--- src/rtl/csr_pkg.sv ---
// Shared definitions for the machine-mode CSR file: addresses, write masks,
// interrupt cause codes, the privilege type and the CSR snapshot struct.
package csr_pkg;

    localparam int CSR_W = 64;

    localparam logic [11:0] CSR_MSTATUS      = 12'h300;
    localparam logic [11:0] CSR_MIE          = 12'h304;
    localparam logic [11:0] CSR_MTVEC        = 12'h305;
    localparam logic [11:0] CSR_MHPMEVENT3   = 12'h323;
    localparam logic [11:0] CSR_MSCRATCH     = 12'h340;
    localparam logic [11:0] CSR_MEPC         = 12'h341;
    localparam logic [11:0] CSR_MCAUSE       = 12'h342;
    localparam logic [11:0] CSR_MTVAL        = 12'h343;
    localparam logic [11:0] CSR_MIP          = 12'h344;
    localparam logic [11:0] CSR_MCYCLE       = 12'hB00;
    localparam logic [11:0] CSR_MINSTRET     = 12'hB02;
    localparam logic [11:0] CSR_MHPMCOUNTER3 = 12'hB03;
    localparam logic [11:0] CSR_MHARTID      = 12'hF14;

    // mstatus keeps only MIE, MPIE and MPP; mtvec keeps BASE and both MODE bits.
    localparam logic [CSR_W-1:0] MSTATUS_MASK = 64'h0000_0000_0000_1888;
    localparam logic [CSR_W-1:0] MTVEC_MASK   = 64'hFFFF_FFFF_FFFF_FFFF;
    localparam logic [CSR_W-1:0] MIE_MASK     = 64'h0000_0000_0000_0888;

    localparam int MSTATUS_MIE  = 3;
    localparam int MSTATUS_MPIE = 7;
    localparam int MSTATUS_MPP  = 11;

    localparam logic [3:0] IRQ_MSI = 4'd3;
    localparam logic [3:0] IRQ_MTI = 4'd7;
    localparam logic [3:0] IRQ_MEI = 4'd11;

    typedef enum logic [1:0] {
        MODE_U = 2'b00,
        MODE_M = 2'b11
    } mode_t;

    typedef struct packed {
        logic [CSR_W-1:0] mstatus;
        logic [CSR_W-1:0] mie;
        logic [CSR_W-1:0] mip;
        logic [CSR_W-1:0] mtvec;
        logic [1:0]       mtvec_mode;
        logic [CSR_W-1:0] mscratch;
        logic [CSR_W-1:0] mepc;
        logic [CSR_W-1:0] mcause;
        logic [CSR_W-1:0] mtval;
        logic [CSR_W-1:0] mcycle;
        logic [CSR_W-1:0] minstret;
        mode_t            priv;
    } csr_pack;

    // Only U and M exist, so any other MPP encoding collapses to U.
    function automatic logic [1:0] legal_mpp(input logic [1:0] v);
        return (v == 2'b11) ? 2'b11 : 2'b00;
    endfunction

endpackage

--- src/rtl/csr_irq_arb.sv ---
// Fixed-priority machine interrupt selector: MEI > MSI > MTI.
module csr_irq_arb
    import csr_pkg::*;
(
    input  logic [2:0] irq_ip,       // {MEIP, MTIP, MSIP}
    input  logic [2:0] irq_ie,       // {MEIE, MTIE, MSIE}
    input  logic       global_ie,
    output logic       irq_pending,
    output logic [3:0] irq_cause
);

    logic [2:0] active;

    always_comb begin
        active    = irq_ip & irq_ie;
        irq_cause = 4'd0;
        if (active[2]) begin
            irq_cause = IRQ_MEI;
        end else if (active[0]) begin
            irq_cause = IRQ_MSI;
        end else if (active[1]) begin
            irq_cause = IRQ_MTI;
        end
        irq_pending = global_ie & (|active);
    end

endmodule

--- src/rtl/csr_trap_unit.sv ---
// Machine-mode CSR file with trap entry/exit sequencing and counters.
// Build option CSR_HPM_EN adds NUM_HPMC event counters at mhpmcounter3 onward.
module csr_trap_unit
    import csr_pkg::*;
#(
    parameter int          XLEN     = 64,
    parameter int unsigned HARTID   = 0,
    parameter int          NUM_HPMC = 2
) (
    input  logic                clk,
    input  logic                rst_n,
    input  logic [11:0]         rd_addr,
    output logic [XLEN-1:0]     rd_data,
    output logic                rd_illegal,
    input  logic                wr_en,
    input  logic [11:0]         wr_addr,
    input  logic [XLEN-1:0]     wr_data,
    input  logic                retire,
    input  logic [NUM_HPMC-1:0] hpm_event,
    input  logic                trap_valid,
    input  logic                trap_is_irq,
    input  logic [3:0]          trap_cause,
    input  logic [XLEN-1:0]     trap_pc,
    input  logic [XLEN-1:0]     trap_tval,
    input  logic                mret,
    input  logic                irq_timer,
    input  logic                irq_soft,
    input  logic                irq_ext,
    output logic                irq_pending,
    output logic [3:0]          irq_cause,
    output logic                redirect,
    output logic [XLEN-1:0]     redirect_pc,
    output logic [1:0]          priv,
    output csr_pack             csrs
);

    logic [XLEN-1:0] mstatus_q, mstatus_d;
    logic [XLEN-1:0] mie_q, mie_d;
    logic [XLEN-1:0] mip_q, mip_d;
    logic [XLEN-1:0] mtvec_q, mtvec_d;
    logic [XLEN-1:0] mscratch_q, mscratch_d;
    logic [XLEN-1:0] mepc_q, mepc_d;
    logic [XLEN-1:0] mcause_q, mcause_d;
    logic [XLEN-1:0] mtval_q, mtval_d;
    logic [XLEN-1:0] mcycle_q, mcycle_d;
    logic [XLEN-1:0] minstret_q, minstret_d;
    logic [XLEN-1:0] redirect_pc_q, redirect_pc_d;
    logic            redirect_q, redirect_d;
    mode_t           priv_q, priv_d;
    logic [XLEN-1:0] trap_target;

`ifdef CSR_HPM_EN
    logic [XLEN-1:0] hpm_q [NUM_HPMC];
    logic [XLEN-1:0] hpm_d [NUM_HPMC];
`else
    logic unused_hpm_event;
    assign unused_hpm_event = ^hpm_event;
`endif

    // Vectoring applies to interrupts only, and only for MODE 1.
    always_comb begin
        trap_target = {mtvec_q[XLEN-1:2], 2'b00};
        if (mtvec_q[1:0] == 2'b01 && trap_is_irq) begin
            trap_target = trap_target + (XLEN'(trap_cause) << 2);
        end
    end

    always_comb begin
        mstatus_d     = mstatus_q;
        mie_d         = mie_q;
        mtvec_d       = mtvec_q;
        mscratch_d    = mscratch_q;
        mepc_d        = mepc_q;
        mcause_d      = mcause_q;
        mtval_d       = mtval_q;
        priv_d        = priv_q;
        redirect_d    = 1'b0;
        redirect_pc_d = redirect_pc_q;
        mip_d         = '0;
        mip_d[3]      = irq_soft;
        mip_d[7]      = irq_timer;
        mip_d[11]     = irq_ext;
        mcycle_d      = mcycle_q + XLEN'(1);
        minstret_d    = minstret_q + XLEN'(retire);
`ifdef CSR_HPM_EN
        for (int i = 0; i < NUM_HPMC; i++) begin
            hpm_d[i] = hpm_q[i] + XLEN'(hpm_event[i]);
        end
`endif
        if (trap_valid) begin
            mepc_d                                     = trap_pc & ~XLEN'(3);
            mcause_d                                   = XLEN'(trap_cause);
            mcause_d[XLEN-1]                           = trap_is_irq;
            mtval_d                                    = trap_tval;
            mstatus_d[MSTATUS_MPIE]                    = mstatus_q[MSTATUS_MIE];
            mstatus_d[MSTATUS_MIE]                     = 1'b0;
            mstatus_d[MSTATUS_MPP+1:MSTATUS_MPP]       = priv_q;
            priv_d                                     = MODE_M;
            redirect_d                                 = 1'b1;
            redirect_pc_d                              = trap_target;
        end else if (mret) begin
            mstatus_d[MSTATUS_MIE]                     = mstatus_q[MSTATUS_MPIE];
            mstatus_d[MSTATUS_MPIE]                    = 1'b1;
            mstatus_d[MSTATUS_MPP+1:MSTATUS_MPP]       = MODE_U;
            priv_d = mode_t'(legal_mpp(mstatus_q[MSTATUS_MPP+1:MSTATUS_MPP]));
            redirect_d                                 = 1'b1;
            redirect_pc_d                              = mepc_q;
        end else if (wr_en) begin
            // A write to a counter replaces that counter's increment this cycle.
            case (wr_addr)
                CSR_MSTATUS: begin
                    mstatus_d = wr_data & XLEN'(MSTATUS_MASK);
                    mstatus_d[MSTATUS_MPP+1:MSTATUS_MPP] =
                        legal_mpp(wr_data[MSTATUS_MPP+1:MSTATUS_MPP]);
                end
                CSR_MIE:      mie_d      = wr_data & XLEN'(MIE_MASK);
                CSR_MTVEC:    mtvec_d    = wr_data & XLEN'(MTVEC_MASK);
                CSR_MSCRATCH: mscratch_d = wr_data;
                CSR_MEPC:     mepc_d     = wr_data;
                CSR_MCAUSE:   mcause_d   = wr_data;
                CSR_MTVAL:    mtval_d    = wr_data;
                CSR_MCYCLE:   mcycle_d   = wr_data;
                CSR_MINSTRET: minstret_d = wr_data;
                default: ;
            endcase
`ifdef CSR_HPM_EN
            for (int i = 0; i < NUM_HPMC; i++) begin
                if (wr_addr == CSR_MHPMCOUNTER3 + 12'(i)) begin
                    hpm_d[i] = wr_data;
                end
            end
`endif
        end
    end

    always_ff @(posedge clk or negedge rst_n) begin
        if (!rst_n) begin
            mstatus_q     <= '0;
            mie_q         <= '0;
            mip_q         <= '0;
            mtvec_q       <= '0;
            mscratch_q    <= '0;
            mepc_q        <= '0;
            mcause_q      <= '0;
            mtval_q       <= '0;
            mcycle_q      <= '0;
            minstret_q    <= '0;
            redirect_q    <= 1'b0;
            redirect_pc_q <= '0;
            priv_q        <= MODE_M;
        end else begin
            mstatus_q     <= mstatus_d;
            mie_q         <= mie_d;
            mip_q         <= mip_d;
            mtvec_q       <= mtvec_d;
            mscratch_q    <= mscratch_d;
            mepc_q        <= mepc_d;
            mcause_q      <= mcause_d;
            mtval_q       <= mtval_d;
            mcycle_q      <= mcycle_d;
            minstret_q    <= minstret_d;
            redirect_q    <= redirect_d;
            redirect_pc_q <= redirect_pc_d;
            priv_q        <= priv_d;
        end
    end

`ifdef CSR_HPM_EN
    always_ff @(posedge clk or negedge rst_n) begin
        if (!rst_n) begin
            for (int i = 0; i < NUM_HPMC; i++) begin
                hpm_q[i] <= '0;
            end
        end else begin
            for (int i = 0; i < NUM_HPMC; i++) begin
                hpm_q[i] <= hpm_d[i];
            end
        end
    end
`endif

    // Counter and event address ranges stay legal even without the counters.
    always_comb begin
        rd_data    = '0;
        rd_illegal = 1'b0;
        case (rd_addr)
            CSR_MSTATUS:  rd_data = mstatus_q;
            CSR_MIE:      rd_data = mie_q;
            CSR_MTVEC:    rd_data = mtvec_q;
            CSR_MSCRATCH: rd_data = mscratch_q;
            CSR_MEPC:     rd_data = mepc_q;
            CSR_MCAUSE:   rd_data = mcause_q;
            CSR_MTVAL:    rd_data = mtval_q;
            CSR_MIP:      rd_data = mip_q;
            CSR_MCYCLE:   rd_data = mcycle_q;
            CSR_MINSTRET: rd_data = minstret_q;
            CSR_MHARTID:  rd_data = XLEN'(HARTID);
            default:      rd_illegal = 1'b1;
        endcase
        for (int i = 0; i < NUM_HPMC; i++) begin
            if (rd_addr == CSR_MHPMCOUNTER3 + 12'(i)) begin
                rd_illegal = 1'b0;
`ifdef CSR_HPM_EN
                rd_data    = hpm_q[i];
`endif
            end
            if (rd_addr == CSR_MHPMEVENT3 + 12'(i)) begin
                rd_illegal = 1'b0;
            end
        end
    end

    csr_irq_arb u_irq_arb (
        .irq_ip      ({mip_q[11], mip_q[7], mip_q[3]}),
        .irq_ie      ({mie_q[11], mie_q[7], mie_q[3]}),
        .global_ie   (mstatus_q[MSTATUS_MIE]),
        .irq_pending (irq_pending),
        .irq_cause   (irq_cause)
    );

    always_comb begin
        csrs            = '0;
        csrs.mstatus    = CSR_W'(mstatus_q);
        csrs.mie        = CSR_W'(mie_q);
        csrs.mip        = CSR_W'(mip_q);
        csrs.mtvec      = CSR_W'(mtvec_q);
        csrs.mtvec_mode = mtvec_q[1:0];
        csrs.mscratch   = CSR_W'(mscratch_q);
        csrs.mepc       = CSR_W'(mepc_q);
        csrs.mcause     = CSR_W'(mcause_q);
        csrs.mtval      = CSR_W'(mtval_q);
        csrs.mcycle     = CSR_W'(mcycle_q);
        csrs.minstret   = CSR_W'(minstret_q);
        csrs.priv       = priv_q;
    end

    assign redirect    = redirect_q;
    assign redirect_pc = redirect_pc_q;
    assign priv        = priv_q;

endmodule

--- config.mk ---
export PLATFORM = sky130hd
export DESIGN_NAME = csr_trap_unit
export DESIGN_NICKNAME = d
export VERILOG_FILES = /design/src/rtl/csr_pkg.sv /design/src/rtl/csr_irq_arb.sv /design/src/rtl/csr_trap_unit.sv
export SDC_FILE = /design/constraint.sdc
export NUM_CORES = 1
export LEC_CHECK = 0
export CORE_AREA = 2 2 395 397
export DETAILED_ROUTE_END_ITERATION = 10
export DIE_AREA = 0 0 397 399
export GPL_TIMING_DRIVEN = 0
export HOLD_SLACK_MARGIN = 0.12
export PLACE_DENSITY = 0.5
export SLEW_MARGIN = 5
export SYNTH_ARGS = -nofsm -noshare
export SYNTH_HDL_FRONTEND = slang
export SYNTH_SLANG_ARGS = --single-unit
--- constraint.sdc ---
create_clock -name clk -period 2.2 [get_ports clk]
set_clock_uncertainty 0.15 [all_clocks]
set_input_delay 0.22 -clock clk [delete_from_list [all_inputs] [get_ports clk]]
set_output_delay 0.22 -clock clk [all_outputs]
set_load 0.02 [all_outputs]
==> results.txt <==
Outcome - finished, violations left
Failing checks - hold timing, setup timing
CP Cell Sequence - buf_6 > and4b_2 > and2_4 > and4b_2 > clkbuf_16 > buf_16 > a222oi_1 > nand2_2 > buf_6
Most common cell after layout, fill and taps aside - clkdlybuf4s50_1
Syn. warnings - 0
Library cells used by synthesis - 74
Worst-Margin Slew - 1.474 ns
Die Wd - 397 um
Pins Over Slew Limit - 0
Largest family of logic cells by synthesized area - simple AND/OR/NAND/NOR gates
Buffers on Ports - 819
Hold Path Class - primary input to asynchronous set/reset pin
Ys flop type - dfrtp_1
Wire per inst - 32.62 um
CTS tree - built
Final hold vios - 254
Wire length on met3 - 22080 um
Pwr Density - 544.3 mW/mm2
Startpoint Class - primary input
Number of flops mapped to enable cells by yosys - 0
Fin cells - 6837
H-tree depth - 3
Share of layout cells above drive strength 1 - 27.60%
Top layer used by detailed routing - met5
Io pins - 1013
Layout Nets - 4964
Largest stage delay on the critical path - 1.01 ns
PnR worst setup slack - -0.9195 ns
Clock Latency Late Sink - 0.70 ns
Critical-path top delay cell - a222oi_1
Clock sinks - 523
Post-synthesis simple-gate area fraction - 17.41%
Vias - 32650
Clock root buffer - clkbuf_16
Worst Setup Path Type - primary input to output pin
Synth Area in Adders - 0.3608%
Antenna violations before repair - 36
Min Tclk post-route - 3.119 ns
Async set-reset flop share out of synthesis - 100.0%
FILL cells - 15780
Max rail drop VDD - 0.0005363 V
CP required - 1.83 ns
Post-synthesis instance total - 3223
Total GRT Usage - 26.89%
Register area share after synthesis - 43.89%
Place WS - -3.013 ns
Die H - 399 um
Vias in the first global route - 30550
CTS buffer count - 69
Mux cell area share after synthesis - 12.37%
Drt first pass iters - 9
R2R depth - 12
Syn_area_per_cell - 9.252 um2
CP max FO - 4
Area of the core - 0.1537 mm2
Final period utilization - 141.8%
Synth Area in XOR/XNOR - 5.199%
Final setup fails - 184
Row count - 144
Tot Pwr - 0.02830 W
Metal1 wirelength - 89050 um
WL met2 - 101300 um
Drc violations - 0
Crit path capture type - output pin
DP Cell Count - 6282
Synthesis-to-finish area growth - 74.37%
GPL Wtd Cong - 0.8899
Yosys reg bits - 523
Max-Cap Viols - 0
Achievable Freq - 320.6 MHz
Vias/cell - 4.775
Hold Slack - -0.6618 ns
Final antenna-violating net count - 0
Grt ovf - 0
Compound-gate portion of the synthesized area - 12.82%
HPWL after DPL - 167400 um
DRT iter0 DRCs - 3366
Die area - 0.1584 mm2
Static leakage - 26.79 nW
Final Util - 33.83%
Final wirelength - 223000 um
Worst rel slew slack - 1.732%
Largest net degree at the start of global routing - 102
RSZ-0062 raised after global routing - yes
Most frequent cells in the layout - 493 x clkdlybuf4s50_1, 446 x nand2_1, 421 x dfrtp_1
Post-Syn Area - 0.02982 mm2
Data arrival, critical path - 2.75 ns
First-pass GRT wire length - 286900 um
Clock Path Buffers - 3
CTS Hold Bufs - 145
Initial Util - 19.40%
Register clock-pin slew on the reported worst setup and hold paths - 0.06 ns
==> Yosys cell counts, drive strengths merged, types with 61 or more instances <==
cell    number  area, um2
mux2i      219       2192
nand2      464       1749
clkbuf     148      556.8
o21ai      207       1044
a21oi      311       1556
nand3       81      415.4
dfrtp      522      13060
xnor2       90      788.3
xor2        87      762.0
mux2       133       1498
buf        246       1710
nor2       248      930.9
a222oi      61      610.6
==> per-stage QoR <==
stage | instance area, um2 | TNS (ns)
2_1_floorplan | 30770 | -2.769
3_3_place_gp | 41520 | -
3_5_place_dp | 41930 | -1207.71
5_1_grt | 51970 | -61.68
6_report | 52000 | -50.96
4_1_cts | 49200 | -114.09
==> cells by family (layout without fill, tap and decap cells) <==
kind of cell,count (synthesis),in the layout
other cells,1,199
flops,523,523
fa+ha+maj,8,8
mux,352,352
compound gates,658,658
simple gates,1084,1084
xor+xnor,177,177
buf+inv,420,1792
==> metal layers <==
metal | vias to the layer above | global-route usage, %
met4 | 16 | 10.94
met3 | 381 | 8.963
met1 | 16440 | 33.07
met5 | - | 0.2724
met2 | 1775 | 43.04
li1 | 14040 | -
==> what timing repair did <==
| action | CTS | global route |
|---|---|---|
| hold endpoints to repair | 419 | 254 |
| gates resized for setup | 951 | 664 |
| buffers inserted | 154 | 138 |
| setup endpoints to repair | 857 | 801 |
| gates cloned | 4 | 2 |
| pin swaps | 199 | 205 |
==> where the power goes <==
part           internal (W)  leakage (nW)  total [W]  switching [W]
clock               0.00728          1.15     0.0124        0.00511
combinational       0.00224          18.9    0.00530        0.00306
sequential           0.0101          6.79     0.0106       0.000552
total                0.0196          26.8     0.0283        0.00872
==> final timing paths <==
path	start	to	slack, ns
setup reg to reg	mtvec_q[2]	redirect_pc[56]	-0.47
min in group clk	wr_data[10]	mcause_q[10]	0.18
hold / removal	rst_n	redirect_pc[18]	-0.66
setup / recovery	rd_addr[8]	rd_data[63]	-0.92
hold reg to reg	mscratch_q[34]	mscratch_q[34]	0.38
max in group asynchronous	rst_n	mepc_q[46]	0.54
==> state kept, by name (all words and copies together) (netlist names) <==
| register | flops |
|---|---|
| mtvec_q | 64 |
| mcycle_q | 64 |
| minstret_q | 64 |
| mip_q | 3 |
| mie_q | 3 |
| priv | 1 |
| mcause_q | 64 |
| mscratch_q | 64 |
| mstatus_q | 3 |
| redirect | 1 |
| mtval_q | 64 |
| mepc_q | 64 |
| redirect_pc | 64 |
==> final cells by class <==
cell class	instances	area (um2)	area share [%]
clock buffer	96	1908	3.670
inverter	26	97.59	0.1877
multi-input combinational	2461	16930	32.55
buffer	382	3248	6.247
clock inverter	27	459.2	0.8831
tap	2044	2557	4.918
timing repair buffer	1261	13540	26.05
antenna	17	42.54	0.08181
sequential	523	13220	25.42
==> critical path: cells and delay by family <==
family	cells	cell delay, ns
AOI/OAI and AO/OA	1	1.01
buffers and inverters	4	0.63
and+or+nand+nor	4	0.89
No activity file was read; power rests on OpenSTA's default activity.
